--- src/rtl/led_pkg.sv ---
// Shared types and constants for the LED output path.
package led_pkg;

    // FIFO words per LED frame; the FIFO writer and the sender use the same value.
    localparam int unsigned LED_FRAME_WORDS = 35;

    typedef enum logic [2:0] {
        IDLE    = 3'd0,
        ARMED   = 3'd1,
        LOAD    = 3'd2,
        WAIT_TX = 3'd3,
        GAP     = 3'd4
    } sched_state_t;

endpackage

--- src/rtl/sat_cnt.sv ---
// Up-counter that sticks at all-ones instead of wrapping.
module sat_cnt #(
    parameter int unsigned W = 16
) (
    input  logic         clk,
    input  logic         rstn,
    input  logic         inc,
    input  logic         clr,
    output logic [W-1:0] cnt
);

    // Count up on inc, hold at all-ones, clear has priority.
    always_ff @(posedge clk or negedge rstn) begin
        if (!rstn) begin
            cnt <= '0;
        end else if (clr) begin
            cnt <= '0;
        end else if (inc && (cnt != '1)) begin
            cnt <= cnt + W'(1);
        end
    end

endmodule

--- src/rtl/led_frame_sched.sv ---
// Frame-level sequencer for the LED output path: gates the FIFO writer,
// counts written words, waits for the sender, and reports status.
module led_frame_sched
    import led_pkg::*;
#(
    parameter int unsigned FRAME_WORDS = LED_FRAME_WORDS,
    parameter int unsigned MIN_GAP     = 1000,
    parameter int unsigned TIMEOUT     = 100000,
    parameter int unsigned CNT_W       = 16
) (
    input  logic             clk,
    input  logic             rstn,
    input  logic             arm,
    input  logic             cont_mode,
    input  logic             abort,
    input  logic             stats_valid,
    input  logic             we_mon,
    input  logic             tx_done,
    input  logic             err_clr,
    output logic             en_o,
    output logic             start_o,
    output logic             busy,
    output logic [CNT_W-1:0] frame_cnt,
    output logic [CNT_W-1:0] drop_cnt,
    output logic             timeout_err,
    output logic             proto_err
);

    localparam int unsigned WORD_W = $clog2(FRAME_WORDS + 1);
    localparam int unsigned GAP_W  = (MIN_GAP > 1) ? $clog2(MIN_GAP) : 1;
    localparam int unsigned WD_W   = (TIMEOUT > 1) ? $clog2(TIMEOUT) : 1;

    sched_state_t      state;
    sched_state_t      state_nxt;
    logic [WORD_W-1:0] word_cnt;
    logic [WORD_W-1:0] word_cnt_nxt;
    logic [GAP_W-1:0]  gap_cnt;
    logic [GAP_W-1:0]  gap_cnt_nxt;
    logic [WD_W-1:0]   wd_cnt;
    logic [WD_W-1:0]   wd_cnt_nxt;
    logic              arm_pend;
    logic              arm_pend_nxt;
    logic              en_nxt;
    logic              start_nxt;
    logic              busy_nxt;
    logic [CNT_W-1:0]  frame_cnt_nxt;
    logic              timeout_err_nxt;
    logic              proto_err_nxt;
    logic              drop_inc;
    logic              frame_full;
    logic              wd_expired;

    assign frame_full = (word_cnt == WORD_W'(FRAME_WORDS));
    assign wd_expired = (wd_cnt == WD_W'(TIMEOUT - 1));

    // State register.
    always_ff @(posedge clk or negedge rstn) begin
        if (!rstn) begin
            state <= IDLE;
        end else begin
            state <= state_nxt;
        end
    end

    // Next-state decode; abort overrides everything.
    always_comb begin
        state_nxt = state;
        if (abort) begin
            state_nxt = IDLE;
        end else begin
            unique case (state)
                IDLE:    if (arm || arm_pend) state_nxt = ARMED;
                ARMED:   if (stats_valid) state_nxt = LOAD;
                LOAD:    if (frame_full) state_nxt = WAIT_TX;
                WAIT_TX: if (tx_done || wd_expired) state_nxt = GAP;
                GAP:     if (gap_cnt == '0) state_nxt = cont_mode ? ARMED : IDLE;
                default: state_nxt = IDLE;
            endcase
        end
    end

    // Next values for the registered outputs, counters and pending-arm flag.
    always_comb begin
        en_nxt          = (state_nxt == ARMED) || (state_nxt == LOAD);
        start_nxt       = !abort && (state == ARMED) && stats_valid;
        busy_nxt        = (state_nxt != IDLE);
        word_cnt_nxt    = word_cnt;
        gap_cnt_nxt     = gap_cnt;
        wd_cnt_nxt      = '0;
        arm_pend_nxt    = arm_pend;
        frame_cnt_nxt   = frame_cnt;
        drop_inc        = stats_valid && (state != ARMED);
        timeout_err_nxt = timeout_err && !err_clr;
        proto_err_nxt   = proto_err && !err_clr;

        if ((state == ARMED) && stats_valid) begin
            word_cnt_nxt = '0;
        end else if ((state == LOAD) && we_mon && !frame_full) begin
            word_cnt_nxt = word_cnt + WORD_W'(1);
        end

        if ((state_nxt == GAP) && (state != GAP)) begin
            gap_cnt_nxt = GAP_W'(MIN_GAP - 1);
        end else if ((state == GAP) && (gap_cnt != '0)) begin
            gap_cnt_nxt = gap_cnt - GAP_W'(1);
        end

        if ((state == WAIT_TX) && (state_nxt == WAIT_TX)) begin
            wd_cnt_nxt = wd_cnt + WD_W'(1);
        end

        // A pending arm is consumed by IDLE; cont mode re-arms on its own.
        if (abort || (state == IDLE)) begin
            arm_pend_nxt = 1'b0;
        end else if (arm && !cont_mode) begin
            arm_pend_nxt = 1'b1;
        end

        if (!abort && (state == WAIT_TX)) begin
            if (tx_done) begin
                frame_cnt_nxt = frame_cnt + CNT_W'(1);
            end else if (wd_expired) begin
                timeout_err_nxt = 1'b1;
            end
        end

        if (we_mon && ((state != LOAD) || frame_full)) begin
            proto_err_nxt = 1'b1;
        end
    end

    // Output and datapath registers.
    always_ff @(posedge clk or negedge rstn) begin
        if (!rstn) begin
            en_o        <= 1'b0;
            start_o     <= 1'b0;
            busy        <= 1'b0;
            frame_cnt   <= '0;
            timeout_err <= 1'b0;
            proto_err   <= 1'b0;
            word_cnt    <= '0;
            gap_cnt     <= '0;
            wd_cnt      <= '0;
            arm_pend    <= 1'b0;
        end else begin
            en_o        <= en_nxt;
            start_o     <= start_nxt;
            busy        <= busy_nxt;
            frame_cnt   <= frame_cnt_nxt;
            timeout_err <= timeout_err_nxt;
            proto_err   <= proto_err_nxt;
            word_cnt    <= word_cnt_nxt;
            gap_cnt     <= gap_cnt_nxt;
            wd_cnt      <= wd_cnt_nxt;
            arm_pend    <= arm_pend_nxt;
        end
    end

    // Dropped statistics updates, saturating.
    sat_cnt #(
        .W (CNT_W)
    ) u_drop_cnt (
        .clk  (clk),
        .rstn (rstn),
        .inc  (drop_inc),
        .clr  (1'b0),
        .cnt  (drop_cnt)
    );

endmodule

--- config.mk ---
export PLATFORM = sky130hd
export DESIGN_NAME = led_frame_sched
export DESIGN_NICKNAME = d
export VERILOG_FILES = /design/src/rtl/led_pkg.sv /design/src/rtl/sat_cnt.sv /design/src/rtl/led_frame_sched.sv
export SDC_FILE = /design/constraint.sdc
export NUM_CORES = 1
export LEC_CHECK = 0
export CAP_MARGIN = 20
export CORE_AREA = 2 2 83 125
export CTS_CLUSTER_DIAMETER = 120
export CTS_CLUSTER_SIZE = 20
export DETAILED_ROUTE_END_ITERATION = 6
export DIE_AREA = 0 0 85 127
export PLACE_DENSITY = 0.57
export SETUP_SLACK_MARGIN = 0.1
export SYNTH_ARGS = -nofsm -noshare
export SYNTH_HDL_FRONTEND = slang
export SYNTH_HIERARCHICAL = 1
export SYNTH_SLANG_ARGS = --single-unit
export TNS_END_PERCENT = 5
--- constraint.sdc ---
create_clock -name clk -period 2.3 [get_ports clk]
set_input_delay 0.46 -clock clk [delete_from_list [all_inputs] [get_ports clk]]
set_output_delay 0.46 -clock clk [all_outputs]
set_load 0.01 [all_outputs]
==> out/qor.yml, run 1 <==
postRouteAntennaNets: 0
core_um2: 9634
grt_pass1_wl_um: 14470
routed_via_density: 5.246
initial_utilization_pct: 39.25
netlist-cell-type-count: 56
regToRegSetupSlack_ns: 0.25
period_minus_slack_ns: 2.099
drtIter0Drc: 98
power_per_cell_area_nw_per_um2: 675.2
firstDrtPassIters: 4
number_of_i_o_pins: 46
clock_sink_count: 74
power.switching_fraction_pct: 23.45
die_height_um: 127
timing.critical_path.arrival_ns: 2.36
asyncSetResetFlopFracSynth_pct: 100.0
globalRouteOverflowTotal: 0
setup.worst_path.start_class: "primary input"
clk_pin_slew_ns: 0.06
dp_worst_setup_slack_ns: -0.1390
critPathRequiredTime_ns: 2.56
cp-end-kind: "flop"
timing.setup.critical_path_class: "primary input to flop"
holdBufCountCts: 0
max_cap_viol_count: 0
pin_count_of_the_biggest_net_entering_global_routing: 42
synth-warning-count: 6
via_count: 3011
combinational_cell_fraction_of_total_power_pct: 10.3
areaGrowthSynthToFinish_pct: 28.19
drive_gt1_share_pct: 13.29
avgSynthCellArea_um2: 9.898
routed_wire_length_per_instance_um: 14.48
p_int_mw: 2.505
crit_fanout: 15
hold_slack_ns: 0.06826
dominantRegCellSynth: "sky130_fd_sc_hd__dfrtp_1"
ys_seq_area_share_pct: 48.97
root_buffer: "sky130_fd_sc_hd__clkbuf_16"
fin_worst_skew_ns: 0.006694
seq_power_share_pct: 43.6
commonest_cells_after_routing_fill_and_taps_aside: "sky130_fd_sc_hd__dfrtp_1 (74), sky130_fd_sc_hd__nor2_1 (48), sky130_fd_sc_hd__clkdlybuf4s50_1 (44), sky130_fd_sc_hd__nand2_1 (35), sky130_fd_sc_hd__buf_4 (25)"
syn_area_um2: 3781
setup_total_negative_slack_ns: 0
setup-violations-final: 0
hpwlAfterDp_um: 5985
outcome: "finished, final reports clean"
cts_max_level: 3
antenna_violations_before_repair: 0
cts_tree: "built"
cts.path.max_buffers: 2
slew_headroom_pct: 59.15
tightest_slew_ns: 0.6082
hold_class: "primary input to asynchronous set/reset pin"
power.share.clock_pct: 46.1
number_of_instances_in_the_synthesized_netlist: 382
antenna_cells: 0
finalMaxSlewViolations: 0
first_global_vias: 3097
ir_worst_vdd_v: 0.0004065
wl_um: 8309
cts.repair_timing.setup_buffer_count: 0
drc: 0
final_min_period_over_clock_period_pct: 91.25
rsz0062_at_grt: "true"
max_freq_ghz: 0.4765
portBuffers: 45
cts_inserted_buffers: 9
cellLeakagePower_nw: 2.059
finalHoldViolCount: 0
p_switching_uw: 767.5
design.final.nets: 468
ys_seq_elements: 74
gp_congestion: 0.7933
timing.final.ws_setup_ns: 0.2012
die_area_um2: 10800
insertion_delay_ns: 0.34
layout.cells.most_common: "sky130_fd_sc_hd__dfrtp_1"
die_x_um: 85
placement_rows: 44
overall_fraction_of_global_route_tracks_in_use_pct: 16.50
synth_enable_flop_cells: 0
design_power_total_mw: 3.273
## layer usage
layer	wire length (um)	share of wire [%]	up-vias	global-route usage [%]
met5	0	0	-	0
met2	4457	54	27	29.09
met3	200	2.4	14	3.488
met1	3508	42	1473	19.55
li1	-	-	1497	-
met4	143	1.7	0	6.162
## stage by stage
step                      utilization (%)  cell area (um^2)  cells
after global routing                50.31              4847    574
after global placement              46.99              4527    558
after floorplan                         -              3785    383
after CTS                           50.31              4847    574
after detailed placement            46.99              4527    558
final                               50.31              4847    574
## flip-flops by register name, indices dropped and copies added (netlist names)
signal / count
state: 3
word_cnt: 6
frame_cnt: 16
proto_err: 1
start_o: 1
busy: 1
wd_cnt: 17
u_drop_cnt/cnt: 16
gap_cnt: 10
arm_pend: 1
en_o: 1
timeout_err: 1
## path summary, 6_finish.rpt
| check | cells past startpoint | from | endpoint |
|---|---|---|---|
| setup / recovery | 6 | stats_valid | u_drop_cnt/cnt[12]$_DFFE_PN0P_ |
| hold / removal | 1 | rstn | u_drop_cnt/cnt[14]$_DFFE_PN0P_ |
| setup reg to reg | 6 | state[1]$_DFF_PN0_ | u_drop_cnt/cnt[12]$_DFFE_PN0P_ |
| hold reg to reg | 1 | frame_cnt[15]$_DFFE_PN0P_ | frame_cnt[15]$_DFFE_PN0P_ |
| max in group asynchronous | 2 | rstn | gap_cnt[6]$_DFFE_PN0P_ |
| min in group clk | 1 | frame_cnt[15]$_DFFE_PN0P_ | frame_cnt[15]$_DFFE_PN0P_ |
## critical path, stage by stage
cell,delay [ns]
sky130_fd_sc_hd__clkdlybuf4s50_1,0.47
sky130_fd_sc_hd__a21boi_0,0.27
sky130_fd_sc_hd__inv_1,0.28
sky130_fd_sc_hd__buf_4,0.22
sky130_fd_sc_hd__or4_1,0.50
sky130_fd_sc_hd__a21oi_1,0.16
## cell type report
| cell class | count | area (um^2) |
|---|---|---|
| well taps | 115 | 143.9 |
| clock buffers | 11 | 242.7 |
| fillers | 890 | 4787 |
| flip-flops and latches | 74 | 1852 |
| multi-input cells | 287 | 1838 |
| repair buffers | 70 | 648.1 |
| inverters | 12 | 45.04 |
| clock inverters | 5 | 77.57 |
## cell families (layout without fill, tap and decap cells)
kind of cell               after synthesis  after routing  synth area share (%)
and+or+nand+nor                        186            186                 27.23
DFF                                     74             74                 48.97
AOI/OAI and AO/OA                       51             51                 9.167
xor gates and xnor gates                37             37                 8.570
buffers and inverters                   22             98                 2.515
muxes                                    6              6                 1.787
adders and majority gates                5              5                 1.655
other                                    1              2               0.09918
## cell usage after synthesis (2+ instances only)
cell | count | area [um^2]
sky130_fd_sc_hd__dfrtp_1 | 74 | 1852
sky130_fd_sc_hd__nor2_1 | 48 | 180.2
sky130_fd_sc_hd__nand2_1 | 35 | 131.4
sky130_fd_sc_hd__xor2_1 | 23 | 201.4
sky130_fd_sc_hd__nand3_1 | 22 | 110.1
sky130_fd_sc_hd__a21oi_1 | 15 | 75.07
sky130_fd_sc_hd__nand4_1 | 14 | 87.58
sky130_fd_sc_hd__xnor2_1 | 14 | 122.6
sky130_fd_sc_hd__inv_1 | 12 | 45.04
sky130_fd_sc_hd__o21ai_0 | 10 | 50.05
sky130_fd_sc_hd__and3_1 | 9 | 56.30
sky130_fd_sc_hd__nor3_1 | 9 | 45.04
sky130_fd_sc_hd__o31ai_1 | 8 | 60.06
sky130_fd_sc_hd__clkbuf_1 | 7 | 26.28
sky130_fd_sc_hd__nor4_1 | 6 | 37.54
sky130_fd_sc_hd__or4_1 | 6 | 45.04
sky130_fd_sc_hd__ha_1 | 5 | 62.56
sky130_fd_sc_hd__o21ai_1 | 5 | 25.02
sky130_fd_sc_hd__mux2_1 | 4 | 45.04
sky130_fd_sc_hd__nor2b_1 | 4 | 25.02
sky130_fd_sc_hd__and2_1 | 3 | 18.77
sky130_fd_sc_hd__nand2b_1 | 3 | 18.77
sky130_fd_sc_hd__nor3b_1 | 3 | 22.52
sky130_fd_sc_hd__or3_1 | 3 | 18.77
sky130_fd_sc_hd__a22o_1 | 2 | 17.52
sky130_fd_sc_hd__and4_2 | 2 | 20.02
sky130_fd_sc_hd__mux2_2 | 2 | 22.52
sky130_fd_sc_hd__nand4bb_1 | 2 | 22.52
sky130_fd_sc_hd__nor4_4 | 2 | 42.54
sky130_fd_sc_hd__or4_2 | 2 | 17.52
sky130_fd_sc_hd__or4b_2 | 2 | 20.02
sky130_fd_sc_hd__or4bb_1 | 2 | 22.52
## power by group through the flow
| stage | sequential [mW] | clock [mW] | combinational, mW |
|---|---|---|---|
| floorplan | 1.45 | 0 | 0.164 |
| detailed placement | 1.45 | 0 | 0.341 |
| global route | 1.44 | 1.61 | 0.381 |
| finish | 1.43 | 1.51 | 0.337 |
| global placement | 1.45 | 0 | 0.330 |
| CTS | 1.43 | 1.56 | 0.341 |
## timing repair
item | 4_1_cts | 5_1_grt
resized for setup | 0 | 0
hold endpoints to repair | 0 | 0
setup endpoints to repair | 0 | 27
Note: power is estimated with default switching activity, not from simulation.
==> run 2, diff against run 1 <==
HOLD_SLACK_MARGIN = 0.08   (was default)
REMOVE_ABC_BUFFERS = 1   (was default)
==> run 2 against run 1 <==
  * Critical path depth down 1
  * Total power shrank 2.8%
  * Die area is the same
  * Maximum frequency is 0.83% lower
  * Clock-buffer cell count stayed put
  * First-iteration DRC count up 80%
  * Cell count fell by 0.70%
  * Largest power group is now registers
==> out/qor.yml, run 2 (synthesis gave the netlist of run 1 again) <==
outcome: "finished, final reports clean"
top_register: "wd_cnt"
global_route_track_usage_on_met2_pct: 29.27  # +0.18 points
drc: 0  # unchanged
first_global_vias: 3227  # +4.2%
hold_slack_ns: 0.07066  # +0.002405 ns
max_stage_delay_ns: 0.56  # +0.06 ns
max_cap_viol_count: 0  # unchanged
worst-path-buf-inv: 0  # -3
critPathTopFamily: "simple AND/OR/NAND/NOR gates"
areaGrowthSynthToFinish_pct: 27.00
overall_fraction_of_global_route_tracks_in_use_pct: 16.86  # +0.36 points
firstDrtPassIters: 4  # unchanged
grt_util_met3_pct: 3.811  # +0.32 points
portBuffers: 45  # unchanged
drive_gt1_share_pct: 12.75  # -0.54 points
routed_wire_length_per_instance_um: 14.44  # -0.26%
root_buffer: "sky130_fd_sc_hd__clkbuf_16"
final_min_period_over_clock_period_pct: 92.01  # +0.76 points
finalHoldViolCount: 0  # unchanged
drtIter0Drc: 176  # +80%
number_of_i_o_pins: 46  # unchanged
hold_class: "primary input to asynchronous set/reset pin"
fin_worst_skew_ns: 0.004195  # -0.002499 ns
grt_pass1_wl_um: 14850  # +2.6%
worstReg2RegStart: "gap_cnt[5]$_DFFE_PN0P_"
crit_slowest_cell: "sky130_fd_sc_hd__or4_4"
commonest_cells_after_routing_fill_and_taps_aside: "sky130_fd_sc_hd__dfrtp_1 (74), sky130_fd_sc_hd__nor2_1 (48), sky130_fd_sc_hd__clkdlybuf4s50_1 (44), sky130_fd_sc_hd__nand2_1 (35), sky130_fd_sc_hd__xor2_1 (23)"
die_x_um: 85  # unchanged
timing.critical_path.arrival_ns: 2.33  # -0.03 ns
crit_path_frequent_cell: "sky130_fd_sc_hd__o21ai_1"
grt_use_met1_pct: 20.64  # +1.1 points
design.final.nets: 464  # -0.85%
die_area_um2: 10800  # unchanged
layout.cells.most_common: "sky130_fd_sc_hd__dfrtp_1"
pin_count_of_the_biggest_net_entering_global_routing: 45  # +7.1%
tightest_slew_ns: 0.5765  # -0.03171 ns
routed_via_density: 5.251  # about the same
antenna_cells: 0  # unchanged
gp_congestion: 0.8047  # +1.4%
timing.final.ws_setup_ns: 0.1837  # -0.01751 ns
power_per_cell_area_nw_per_um2: 662.7  # -1.8%
setup-violations-final: 0  # unchanged
placement_rows: 44  # unchanged
initial_utilization_pct: 39.25  # unchanged
antenna_violations_before_repair: 0  # unchanged
hpwlAfterDp_um: 6028  # +0.73%
cellLeakagePower_nw: 2.036  # -1.1%
clk_pin_slew_ns: 0.06  # about the same
die_height_um: 127  # unchanged
globalRouteOverflowTotal: 0  # unchanged
max_freq_ghz: 0.4725  # -0.83%
postRouteAntennaNets: 0  # unchanged
cts_max_level: 3  # unchanged
insertion_delay_ns: 0.33  # about the same
crit_fanout: 5  # -10
wl_um: 8230  # -0.95%
busiest_layer: "met2"
critPathRequiredTime_ns: 2.51  # -0.05 ns
finalMaxSlewViolations: 0  # unchanged
cp-end-kind: "flop"
cts_tree: "built"
largest_registers: "wd_cnt x17, frame_cnt x16, u_drop_cnt/cnt x16"
via_count: 2993  # -0.60%
cts.path.max_buffers: 2  # unchanged
setup.worst_path.start_class: "flop"
dp_worst_setup_slack_ns: -0.1193  # +0.01967 ns
clock_sink_count: 74  # unchanged
crit_path_cell_trace: "or4_4 -> or3_4 -> o21ai_1 -> o21ai_1 -> o21bai_1"
period_minus_slack_ns: 2.116  # +0.01751 ns
timing.setup.critical_path_class: "flop to flop"
core_um2: 9634  # unchanged
slew_headroom_pct: 61.27  # +2.1 points
rsz0062_at_grt: "true"
largest_register_ff_count: 17  # unchanged
ir_worst_vdd_v: 0.0004322  # +6.3%
cts_inserted_buffers: 9  # unchanged
cts.repair_timing.setup_buffer_count: 0  # unchanged
worst_setup_path_startpoint: "gap_cnt[5]$_DFFE_PN0P_"
## run 2: cell types whose count changed in the layout (fill, tap and decap cells not counted)
cell	before	now
sky130_fd_sc_hd__clkbuf_1	1	0
sky130_fd_sc_hd__bufinv_16	2	1
sky130_fd_sc_hd__buf_4	25	21
sky130_fd_sc_hd__clkbuf_8	1	2
sky130_fd_sc_hd__o21ai_1	5	6
sky130_fd_sc_hd__clkinv_2	2	3
sky130_fd_sc_hd__o21ai_0	10	9
## run 2: layout make-up
| class | count | area [um^2] |
|---|---|---|
| timing repair buffer | 66 | 618.1 |
| multi-input combinational | 287 | 1838 |
| clock buffer | 11 | 252.7 |
| fill | 880 | 4832 |
| sequential | 74 | 1852 |
| inverter | 12 | 45.04 |
| tap | 115 | 143.9 |
| clock inverter | 5 | 52.55 |
## run 2: report_power, final
| group | switching (mW) | internal, mW |
|---|---|---|
| Combinational | 0.175 | 0.160 |
| Clock | 0.527 | 0.893 |
| Sequential | 0.0576 | 1.37 |
| Total | 0.760 | 2.42 |
## run 2: stage by stage
stage	instance area (um^2)	utilization [%]	TNS [ns]	std cells	total power, mW
final	4802	49.84	0	570	3.182
after floorplan	3735	-	0	373	1.608
after CTS	4802	49.84	0	570	3.232
after global placement	4497	46.68	-0.1936	554	1.779
after global routing	4802	49.84	0	570	3.337
after detailed placement	4497	46.68	-0.4401	554	1.791
## run 2: path summary, 6_finish.rpt
path,end,slack (ns),depth (start not counted)
worst min-delay path,wd_cnt[16]$_DFF_PN0_,0.07,1
worst max register to register,busy$_DFF_PN0_,0.18,5
worst min register to register,wd_cnt[0]$_DFF_PN0_,0.48,1
worst max-delay path,busy$_DFF_PN0_,0.18,5
min in group clk,wd_cnt[0]$_DFF_PN0_,0.48,1
max in group asynchronous,frame_cnt[12]$_DFFE_PN0P_,1.66,2
## run 2: layer usage
layer / vias to the layer above / share of wire [%] / wire, um
met5: - / 0 / 0
met4: 0 / 1.4 / 112
met3: 8 / 3.5 / 284
met2: 49 / 52 / 4249
met1: 1439 / 44 / 3583
li1: 1497 / - / -
## run 2: what timing repair did
action / in CTS / in global routing
pin swaps: 0 / 1
hold buffers: 0 / 0
gates resized for setup: 1 / 0
endpoints found under the setup margin: 3 / 21
## run 2: worst reg2reg max path, delay by kind of cell (launching register included)
kind	cells	cell delay (ns)
and+or+nand+nor	2	0.95
DFF	1	0.41
AOI/OAI and AO/OA	3	0.64
==> run 3, diff against run 2 <==
CAP_MARGIN = 0   (was 20)
==> results of run 3 <==
The final DEF is identical to that of run 2; final timing and power are the same.
